[config.mk]
export PLATFORM = sky130hd
export DESIGN_NAME = skew_delay_line
export DESIGN_NICKNAME = d
export VERILOG_FILES = /design/src/rtl/mmul_pkg.sv /design/src/rtl/valid_delay_lane.sv /design/src/rtl/skew_delay_line.sv
export SDC_FILE = /design/constraint.sdc
export NUM_CORES = 1
export LEC_CHECK = 0
export CAP_MARGIN = 25
export CORE_MARGIN = 2
export CORE_UTILIZATION = 25
export CTS_CLUSTER_SIZE = 20
export DETAILED_ROUTE_END_ITERATION = 16
export GPL_TIMING_DRIVEN = 0
export MAX_ROUTING_LAYER = met4
export PLACE_DENSITY = 0.52
export SYNTH_ARGS = -nofsm -noshare
export SYNTH_HDL_FRONTEND = slang
export SYNTH_SLANG_ARGS = --single-unit
[constraint.sdc]
create_clock -name Clock -period 9.1 [get_ports Clock]
set_input_delay 1.82 -clock Clock [delete_from_list [all_inputs] [get_ports Clock]]
set_output_delay 1.82 -clock Clock [all_outputs]
set_load 0.005 [all_outputs]
[src/rtl/mmul_pkg.sv]
// Shared helpers for the systolic multiply array: lane depth and log2 math
// used to size the staggered delay lines.
package mmul_pkg;

  // Register depth of lane c in a staggered delay line.
  function automatic int lane_depth(input int c, input int base, input int step);
    return base + c * step;
  endfunction

  // Ceiling log2; clog2(1) = 0, clog2(5) = 3.
  function automatic int clog2(input int n);
    int r;
    r = 0;
    while ((1 << r) < n) r++;
    return r;
  endfunction

  // Deepest lane of a C-lane line.
  function automatic int d_max(input int c, input int base, input int step);
    return lane_depth(c - 1, base, step);
  endfunction

  // Default geometry of the array operand skew lines.
  localparam int C_DEF    = 4;
  localparam int BASE_DEF = 1;
  localparam int STEP_DEF = 1;
  localparam int D_MAX    = BASE_DEF + (C_DEF - 1) * STEP_DEF;

endpackage

[src/rtl/valid_delay_lane.sv]
// Single lane of the skew line: DEPTH registered stages of {valid, data}.
// Handshake: there is no ready; Enable=1 advances every stage by one and
// captures {InValid, In}; Enable=0 holds every stage and drops the input.
module valid_delay_lane #(
  parameter int DEPTH = 1,
  parameter int W     = 32
) (
  input  logic         Clock,
  input  logic         Reset,
  input  logic         Enable,
  input  logic         Flush,
  input  logic         InValid,
  input  logic [W-1:0] In,
  output logic         OutValid,
  output logic [W-1:0] Out
);

  logic [DEPTH-1:0] vld_q;
  logic [W-1:0]     dat_q [DEPTH];

  // Shift chain: reset/flush clear everything, enable shifts, otherwise hold.
  always_ff @(posedge Clock) begin
    if (Reset || Flush) begin
      vld_q <= '0;
      for (int k = 0; k < DEPTH; k++) dat_q[k] <= '0;
    end else if (Enable) begin
      vld_q[0] <= InValid;
      dat_q[0] <= InValid ? In : '0;
      for (int k = 1; k < DEPTH; k++) begin
        vld_q[k] <= vld_q[k-1];
        dat_q[k] <= dat_q[k-1];
      end
    end
  end

  assign OutValid = vld_q[DEPTH-1];
  assign Out      = dat_q[DEPTH-1];

endmodule

[src/rtl/skew_delay_line.sv]
// Multi-lane staggered delay line: lane c delays its word by BASE + c*STEP
// enabled cycles, with valid tracking, stall (Enable=0) and flush.
// Optional macro SKEW_PENDING_EN adds the Pending count of beats accepted
// but not yet retired from the deepest lane.
module skew_delay_line
  import mmul_pkg::*;
#(
  parameter int C    = 4,
  parameter int W    = 32,
  parameter int BASE = 1,
  parameter int STEP = 1
) (
  input  logic           Clock,
  input  logic           Reset,
  input  logic           Enable,
  input  logic           Flush,
  input  logic           InValid,
  input  logic [C*W-1:0] In,
  output logic [C-1:0]   OutValid,
  output logic [C*W-1:0] Out
`ifdef SKEW_PENDING_EN
  ,
  output logic [clog2(d_max(C, BASE, STEP) + 1)-1:0] Pending
`endif
);

  // One lane per channel, each deeper than the last by STEP stages.
  for (genvar c = 0; c < C; c++) begin : g_lane
    valid_delay_lane #(
      .DEPTH (lane_depth(c, BASE, STEP)),
      .W     (W)
    ) u_lane (
      .Clock    (Clock),
      .Reset    (Reset),
      .Enable   (Enable),
      .Flush    (Flush),
      .InValid  (InValid),
      .In       (In[c*W +: W]),
      .OutValid (OutValid[c]),
      .Out      (Out[c*W +: W])
    );
  end

`ifdef SKEW_PENDING_EN
  localparam int PW = clog2(d_max(C, BASE, STEP) + 1);

  logic inc, dec;
  assign inc = Enable & InValid;
  assign dec = Enable & OutValid[C-1];

  // In-flight counter: +1 on accept, -1 on retire from the last lane.
  always_ff @(posedge Clock) begin
    if (Reset || Flush) begin
      Pending <= '0;
    end else if (inc && !dec) begin
      Pending <= Pending + PW'(1);
    end else if (dec && !inc) begin
      Pending <= Pending - PW'(1);
    end
  end
`endif

endmodule
==> summary.md, run 1 <==
| Metric | Value |
|---|---|
| Status | finished, final reports clean |
| Pins Over Slew Limit | 0 |
| Met1 WL | 10.4 mm |
| Core box area | 49200 sq um |
| Synthesis Warnings | 0 |
| Cell Rows | 81 |
| Post-synth top area share | 77.0% |
| Die width | 227 um |
| Total power | 3.36 mW |
| Routed wire length | 25.0 mm |
| Gr ovfl total | 0 |
| Hold_buf cts | 0 |
| R2R depth | 1 |
| Initial detailed-routing violation count | 323 |
| Routed vias/inst | 3.67 |
| Die area | 51700 sq um |
| GRT Total Usage | 9.85% |
| VDD IR max | 97.0 uV |
| Seq cells post-synth | 324 |
| DP HPWL | 16.9 mm |
| Starting Density | 25.4% |
| CP Max Fanout | 69 |
| RR Endpoint | g_lane[3].u_lane.dat_q[2][17] |
| Max-cap check violation count | 0 |
| Die Ht | 227 um |
| Fin crit share | 44.8% |
| GPL Wtd Cong | 0.720 |
| Top sig layer | met4 |
| Nets | 1200 |
| Worst min path class | flip-flop to flip-flop |
| Cell variety after synth | 12 |
| I/O Buffers | 263 |
| First drt pass iteration count | 6 |
| Syn Area/Cell | 16.4 sq um |
| Hold Path End | g_lane[2].u_lane.dat_q[0][35] |
| Data arrival, critical path | 4.28 ns |
| Worst reg-to-reg setup slack | 8.33 ns |
| Critical Setup Path Class | primary input to flip-flop |
| H-tree Lvls | 2 |
| DRC violations left | 0 |
| Final Setup Violations | 0 |
| # IOs | 265 |
| PD cells | 195 nW/um^2 |
| Detail Route Antenna Nets | 0 |
| Worst skew pair latency | 0.55 ns |
| Register area share after synthesis | 77.7% |
| Fraction of layout cells with a size suffix above 1 | 14.8% |
| Area Growth Syn to Fin | 38.2% |
| Fmax | 0.245 GHz |
| Post-CTS setup buffers | 0 |
| Post-CTS Resized | 0 |
| Element type at the critical path start | primary input |
| Longest Clk Path Bufs | 3 |
| WHS Path Cells | 1 |
| Netlist Area Pre-Place | 12500 sq um |
| CTS tree | built |
| Antenna violations before repair | 2 |
| Unrepaired setup endpoints after global routing | false |
| Largest cells by area after synthesis | edfxtp_1 77%, and2_1 16%, buf_4 4.2% |
| Worst relative slew slack | 42.2% |
| Tightest Pin Transition | 0.866 ns |
| Synth area leader | edfxtp_1 |
| Clk sinks | 324 |
| Number of global-route vias before repair | 6520 |
| First-pass GRT wire length | 36.7 mm |
| Worst r2r src | g_lane[3].u_lane.dat_q[1][17] |
| Syn nets | 892 |
| FILL cells | 4733 |
| WP data required | 9.30 ns |
| Num CTS Buffers | 39 |
| Setup total negative slack | 0 ns |
| Most frequent cells in the layout | 320 x and2_1, 320 x edfxtp_1, 263 x clkdlybuf4s50_1 |
| Via count | 6465 |
| Worst-case clock skew | 0.0180 ns |
| Worst-path clk slew | 0.07 ns |
| Lkg Pwr | 6.87 nW |
| Area after DPL | 16100 sq um |
| Antenna diodes | 0 |
| Synth Instances | 759 |
| Finished Cell Area | 17200 sq um |
| Met2 routed WL | 11.9 mm |
| Largest net degree at the start of global routing | 73 |
| Met3 WL | 1.94 mm |
| Wire per inst | 14.2 um |
| Final Hold Fails | 0 |
| CP endpoint kind | flip-flop |
| Hold_sp | g_lane[2].u_lane.dat_q[0][3] |
| Final min period | 4.08 ns |
| CTS Root Cell | clkbuf_16 |
how the worst max path moves through the flow:
stage	start	slack, ns	end	cells past startpoint
final	Reset	5.02	g_lane[1].u_lane.dat_q[0][42]	5
after global routing	Reset	4.81	g_lane[1].u_lane.dat_q[0][38]	5
after CTS	Flush	4.95	g_lane[1].u_lane.dat_q[0][12]	5
after detailed placement	Flush	4.36	g_lane[1].u_lane.dat_q[0][12]	5
after global placement	Reset	0.83	g_lane[1].u_lane.dat_q[0][12]	2
after floorplan	Enable	2.89	g_lane[0].u_lane.dat_q[0][0]	2
synth_stat cells:
| library cell | count |
|---|---|
| nor3_1 | 4 |
| and2_1 | 320 |
| and4bb_1 | 1 |
| nor3b_2 | 1 |
| clkbuf_1 | 1 |
| edfxtp_1 | 320 |
| buf_2 | 15 |
| mux2i_1 | 4 |
| or3_1 | 1 |
| buf_4 | 70 |
| clkbuf_2 | 18 |
| dfxtp_1 | 4 |
cells by family (layout without fill, tap and decap cells):
kind of cell / after synthesis / in the layout / share of synthesized area [%]
buf+inv: 104 / 441 / 5.57
flops: 324 / 324 / 77.7
mux: 4 / 4 / 0.321
simple gates: 327 / 327 / 16.5
per-stage QoR:
stage	setup WS, ns	cells	utilization [%]	hold WS, ns
final	5.02	1760	35.1	0.502
after detailed placement	4.36	1690	32.7	0.502
after CTS	4.95	1760	35.1	0.508
after global placement	0.832	1686	32.4	0.499
after floorplan	2.89	759	-	0.494
after global routing	4.81	1760	35.1	0.526
routing by layer:
layer	up-vias	GRT usage (%)
met4	0	4.11
li1	3175	-
met2	196	15.5
met5	-	-
met1	3046	11.5
met3	48	3.39
registers in the layout, indices dropped and copies added, names as in the netlist:
name	flops
g_lane.u_lane.dat_q	320
g_lane.u_lane.vld_q	4
power by group:
| part | internal, mW | total (mW) | switching [mW] |
|---|---|---|---|
| sequential | 1.70 | 1.72 | 0.0144 |
| combinational | 0.124 | 0.193 | 0.0698 |
| clock | 0.849 | 1.45 | 0.601 |
critical path, stage by stage:
cell and delay, ns:
clkdlybuf4s50_1 0.62, or3_4 0.75, buf_16 0.35, buf_16 0.32, buf_16 0.32
cell type report:
| cell class | count | area (sq um) | share of cell area [%] |
|---|---|---|---|
| plain buffers | 104 | 694 | 4.03 |
| flip-flops and latches | 324 | 9690 | 56.2 |
| clock buffers | 48 | 1050 | 6.10 |
| clock inverters | 22 | 136 | 0.791 |
| repair buffers | 267 | 2740 | 15.9 |
| well taps | 664 | 831 | 4.82 |
| multi-input cells | 331 | 2100 | 12.2 |
(Power assumes the default switching activity.)
==> inputs of run 2 (changes only) <==
PLACE_DENSITY = 0.5   (was 0.52)
clock period = 3.9 ns   (was 9.1 ns; I/O delays follow)
==> run 2 against run 1 <==
  * Clock skew is 0.0070 ns lower
  * Global-route usage is 0.18 points higher
  * Sequential power is 130% higher
  * Combinational power is 140% higher
  * Via count is 1.0% lower
  * Register-to-register slack worse by 5.2 ns
  * Design area is 0.19% higher
  * Die area stayed put
  * Critical path depth is 1 lower
  * Sequential share of layout area is 0.11 points lower
  * Largest power group unchanged
==> summary.md, run 2 (synthesis results as in run 1) <==
| Metric | Value |
|---|---|
| Worst reg-to-reg setup slack | 3.14 ns (was 8.33 ns) |
| Worst r2r src | g_lane[2].u_lane.dat_q[0][37] (was g_lane[3].u_lane.dat_q[1][17]) |
| Die area | 51700 sq um (unchanged) |
| # IOs | 265 (unchanged) |
| Fin Hold WS | 0.502 ns (about the same) |
| WP data required | 4.11 ns (was 9.30 ns) |
| Final Hold Fails | 0 (unchanged) |
| DP HPWL | 17.0 mm (was 16.9 mm) |
| R2R depth | 1 (unchanged) |
| First drt pass iteration count | 4 (was 6) |
| CTS Root Cell | clkbuf_16 (unchanged) |
| Fmax | 0.408 GHz |
| Nets | 1201 (was 1200) |
| Number of global-route vias before repair | 6550 (was 6520) |
| Critical Setup Path Class | primary input to flip-flop (unchanged) |
| Fin crit share | 62.8% |
| Clk sinks | 324 (unchanged) |
| Final min period | 2.45 ns |
| Worst-path clk slew | 0.06 ns (was 0.07 ns) |
| VDD IR max | 230 uV (was 97.0 uV) |
| Worst min path class | flip-flop to flip-flop (unchanged) |
| Area Growth Syn to Fin | 38.5% (was 38.2%) |
| Final Setup Violations | 0 (unchanged) |
| Pins Over Slew Limit | 0 (unchanged) |
| Worst skew pair latency | 0.54 ns (was 0.55 ns) |
| I/O Buffers | 263 (unchanged) |
| CTS tree | built (unchanged) |
| Most frequent cells in the layout | 320 x and2_1, 320 x edfxtp_1, 263 x clkdlybuf4s50_1 (unchanged) |
| Layout Utilization | 35.1% (about the same) |
| Post-CTS setup buffers | 0 (unchanged) |
| FILL cells | 4717 (was 4733) |
| Longest Clk Path Bufs | 3 (unchanged) |
| H-tree Lvls | 2 (unchanged) |
| Hold_sp | g_lane[2].u_lane.dat_q[0][22] (was g_lane[2].u_lane.dat_q[0][3]) |
| Cell Rows | 81 (unchanged) |
| CP Max Fanout | 66 (was 69) |
| DRC violations left | 0 (unchanged) |
| Max FFs per register | 320 (unchanged) |
| Worst-case clock skew | 0.0110 ns (was 0.0180 ns) |
| Via count | 6399 (was 6465) |
| Fraction of layout cells with a size suffix above 1 | 14.5% (was 14.8%) |
| Die width | 227 um (unchanged) |
| Num CTS Buffers | 39 (unchanged) |
| Post-CTS Resized | 0 (unchanged) |
| Largest net degree at the start of global routing | 69 (was 73) |
| Data arrival, critical path | 2.66 ns (was 4.28 ns) |
| Gr ovfl total | 0 (unchanged) |
| Starting Density | 25.4% (unchanged) |
| Die Ht | 227 um (unchanged) |
| Antenna violations before repair | 0 (was 2) |
| RR Endpoint | g_lane[2].u_lane.dat_q[0][69] (was g_lane[3].u_lane.dat_q[2][17]) |
| PD cells | 457 nW/um^2 (was 195 nW/um^2) |
| Lkg Pwr | 6.88 nW (was 6.87 nW) |
| GRT Total Usage | 10.0% (was 9.85%) |
| Max-cap check violation count | 0 (unchanged) |
| First-pass GRT wire length | 37.4 mm (was 36.7 mm) |
| Routed wire length | 24.9 mm (was 25.0 mm) |
| CP endpoint | g_lane[1].u_lane.dat_q[0][15] (was g_lane[1].u_lane.dat_q[0][42]) |
| Core box area | 49200 sq um (unchanged) |
| Worst relative slew slack | 65.5% (was 42.2%) |
| Element type at the critical path start | primary input (unchanged) |
| Tightest Pin Transition | 0.518 ns (was 0.866 ns) |
| Status | finished, final reports clean (unchanged) |
| Wire per inst | 14.2 um (about the same) |
| Antenna diodes | 0 (unchanged) |
| GPL Wtd Cong | 0.743 (was 0.720) |
| Biggest regs | g_lane.u_lane.dat_q (320), g_lane.u_lane.vld_q (4) (unchanged) |
| Detail Route Antenna Nets | 0 (unchanged) |
| Unrepaired setup endpoints after global routing | false (unchanged) |
| CP endpoint kind | flip-flop (unchanged) |
| Most flops, register | g_lane.u_lane.dat_q (unchanged) |
| Routed vias/inst | 3.64 (was 3.67) |
| Crit path launch | Flush (was Reset) |
| Hold_buf cts | 0 (unchanged) |
| Initial detailed-routing violation count | 369 (was 323) |
-- run 2: worst min path at each step --
stage / to / slack (ns) / cells after the start
final: g_lane[2].u_lane.dat_q[0][54] / 0.50 / 1
after global routing: g_lane[1].u_lane.dat_q[0][54] / 0.52 / 1
after CTS: g_lane[2].u_lane.dat_q[0][54] / 0.49 / 1
after detailed placement: g_lane[1].u_lane.dat_q[0][45] / 0.50 / 1
after global placement: g_lane[3].u_lane.dat_q[2][15] / 0.50 / 1
after floorplan: g_lane[3].u_lane.vld_q[3] / 0.49 / 2
-- run 2: per-layer routing --
metal	up-vias	GRT usage, %	part of all wire, %
li1	3172	-	-
met1	2988	11.8	42
met2	183	15.7	48
met3	56	3.41	7.1
met4	0	4.24	3.4
met5	-	-	0
-- run 2: area by class of cell --
| cell class | instances | area, sq um | area share [%] |
|---|---|---|---|
| Buffer | 104 | 694 | 4.02 |
| Multi-Input combinational cell | 331 | 2100 | 12.1 |
| Timing Repair Buffer | 268 | 2770 | 16.0 |
| Clock inverter | 14 | 123 | 0.710 |
| Tap cell | 664 | 831 | 4.81 |
| Sequential cell | 324 | 9690 | 56.1 |
| Clock buffer | 53 | 1070 | 6.20 |
-- run 2: where the power goes --
part           leakage, nW  internal [mW]  switching (mW)
registers             3.75           3.97          0.0326
clock network        0.578           2.05            1.38
logic                 2.55          0.290           0.164
-- run 2: per-stage QoR --
step	total power [mW]	setup TNS (ns)	setup slack [ns]	cell area, sq um	cells
after global placement	4.54	-384.05	-1.22	15900	1686
after detailed placement	4.55	0	0.847	16100	1691
after global routing	8.21	0	1.32	17300	1758
after CTS	8.05	0	1.43	17300	1758
final	7.89	0	1.45	17300	1758
after floorplan	4.22	0	0.280	12500	759
-- run 2: critical path: stages --
cell and delay, ns:
clkdlybuf4s50_1 0.61, or3_4 0.52, buf_16 0.34, buf_16 0.32
==> inputs of run 3 (changes only) <==
clock period = 2.52 ns   (was 3.9 ns; I/O delays follow)
==> run 3 against run 2 <==
  * Global-route usage decreased by 0.17 points
  * Cell count increased by 0.28%
  * Worst setup slack got worse by 1.3 ns
  * Largest power group unchanged
==> summary.md, run 3 (synthesis results as in run 1) <==
| Metric | Value |
|---|---|
| Met3 GRT Util | 3.48% (was 3.41%) |
| Final Setup Violations | 0 (unchanged) |
| CP endpoint kind | flip-flop (unchanged) |
| Die area | 51700 sq um (unchanged) |
| Tightest Pin Transition | 0.445 ns (was 0.518 ns) |
| Most flops, register | g_lane.u_lane.dat_q (unchanged) |
| GR Util met2 | 15.2% (was 15.7%) |
| DRC violations left | 0 (unchanged) |
| Core box area | 49200 sq um (unchanged) |
| Final min period | 2.39 ns |
| Worst relative slew slack | 70.4% (was 65.5%) |
| Initial detailed-routing violation count | 251 (was 369) |
| Pins Over Slew Limit | 0 (unchanged) |
| VDD IR max | 455 uV (was 230 uV) |
| Final WS setup | 0.131 ns (was 1.45 ns) |
| First drt pass iteration count | 4 (unchanged) |
| PD cells | 697 nW/um^2 (was 457 nW/um^2) |
| Placed cells | 1692 (was 1691) |
| Post-CTS setup buffers | 0 (unchanged) |
| CP Max Fanout | 55 (was 66) |
| Routed vias/inst | 3.62 (was 3.64) |
| Fraction of layout cells with a size suffix above 1 | 14.6% (was 14.5%) |
| Max-cap check violation count | 0 (unchanged) |
| Hold_buf cts | 0 (unchanged) |
| Biggest regs | g_lane.u_lane.dat_q (320), g_lane.u_lane.vld_q (4) (unchanged) |
| Area Growth Syn to Fin | 38.6% (was 38.5%) |
| Die Ht | 227 um (unchanged) |
| DP Worst Slack | -0.589 ns (was 0.847 ns) |
| Data arrival, critical path | 2.61 ns (was 2.66 ns) |
| Longest Clk Path Bufs | 3 (unchanged) |
| I/O Buffers | 263 (unchanged) |
| WP data required | 2.74 ns (was 4.11 ns) |
| Detail Route Antenna Nets | 0 (unchanged) |
| Die width | 227 um (unchanged) |
| Critical Setup Path Class | primary input to flip-flop (unchanged) |
| Largest net degree at the start of global routing | 63 (was 69) |
| Worst reg-to-reg setup slack | 1.75 ns (was 3.14 ns) |
| Most frequent cells in the layout | 320 x and2_1, 320 x edfxtp_1, 263 x clkdlybuf4s50_1 (unchanged) |
| Finished Cell Area | 17300 sq um (about the same) |
| Area of the multi-input gates | 2110 sq um (was 2100 sq um) |
| Worst min path class | primary input to flip-flop (was flip-flop to flip-flop) |
| Max FFs per register | 320 (unchanged) |
| GRT met1 Usage | 11.5% (was 11.8%) |
| Clk sinks | 324 (unchanged) |
| Worst-case clock skew | 0.0197 ns (was 0.0110 ns) |
| Gr ovfl total | 0 (unchanged) |
| # IOs | 265 (unchanged) |
| Sequential Area | 9690 sq um (unchanged) |
| Routed wire length | 25.0 mm (was 24.9 mm) |
| GRT Total Usage | 9.86% (was 10.0%) |
| Worst skew pair latency | 0.54 ns (about the same) |
| Num CTS Buffers | 38 (was 39) |
| Cell Rows | 81 (unchanged) |
| Worst-path clk slew | 0.06 ns (about the same) |
| Fmax | 0.419 GHz |
| FILL cells | 4715 (was 4717) |
| Number of global-route vias before repair | 6465 (was 6550) |
| Fin crit share | 94.8% |
| Wire per inst | 14.2 um (about the same) |
| GPL Wtd Cong | 0.732 (was 0.743) |
| Final Hold Fails | 0 (unchanged) |
| Via count | 6383 (was 6399) |
| CTS tree | built (unchanged) |
| First-pass GRT wire length | 36.8 mm (was 37.4 mm) |
| Unrepaired setup endpoints after global routing | false (unchanged) |
| Nets | 1203 (was 1201) |
| H-tree Lvls | 2 (unchanged) |
| Starting Density | 25.4% (unchanged) |
| Final cell count without fillers | 1763 (was 1758) |
| Area after DPL | 16100 sq um (about the same) |
| Status | finished, final reports clean (unchanged) |
| Antenna violations before repair | 4 (was 0) |
| Lkg Pwr | 6.89 nW (was 6.88 nW) |
| Layout Utilization | 35.2% (was 35.1%) |
| GRT busiest layer | met2 (unchanged) |
| CTS Root Cell | clkbuf_16 (unchanged) |
| DP HPWL | 17.1 mm (was 17.0 mm) |
| Element type at the critical path start | primary input (unchanged) |
==> run 3: routing by layer <==
| metal | routed length [um] | part of all wire (%) |
|---|---|---|
| met1 | 10400 | 42 |
| met2 | 12000 | 48 |
| met3 | 1800 | 7.2 |
| met4 | 858 | 3.4 |
| met5 | 0 | 0 |
==> run 3: layout make-up <==
cell class	instances	area share, %
Sequential cell	324	56.0
Multi-Input combinational cell	332	12.2
Tap cell	664	4.80
Clock buffer	52	6.17
Timing Repair Buffer	270	16.2
Antenna cell	3	0.0434
Clock inverter	14	0.514
Buffer	104	4.06
==> run 3: worst paths after layout <==
path | start | to | depth (start not counted)
setup / recovery | Reset | g_lane[1].u_lane.dat_q[0][53] | 6
hold / removal | Enable | g_lane[3].u_lane.vld_q[3] | 3
setup reg to reg | g_lane[3].u_lane.dat_q[0][10] | g_lane[3].u_lane.dat_q[1][10] | 1
hold reg to reg | g_lane[2].u_lane.dat_q[0][19] | g_lane[2].u_lane.dat_q[0][51] | 1
==> run 3: stage by stage <==
stage | TNS, ns | total power [mW] | hold WS (ns)
floorplan | -248.29 | 6.53 | 0.494
global placement | -728.18 | 7.03 | 0.499
detailed placement | -67.18 | 7.04 | 0.501
CTS | 0 | 12.3 | 0.241
global route | 0 | 12.6 | 0.284
finish | 0 | 12.1 | 0.304
==> run 3: critical path, cell delays in order <==
cell and delay (ns):
clkdlybuf4s50_1 0.66, or3_4 0.34, buf_16 0.25, buf_12 0.24, buf_12 0.25, buf_16 0.29
==> run 3: timing repair <==
action | 4_1_cts | 5_1_grt
hold endpoints to repair | 0 | 0
endpoints found under the setup margin | 0 | 55
gates resized for setup | 0 | 0
==> run 3: report_power, final <==
group          leakage, nW  internal (mW)  switching (mW)
clock                0.565           3.05            2.09
combinational         2.58          0.455           0.256
sequential            3.75           6.15          0.0511
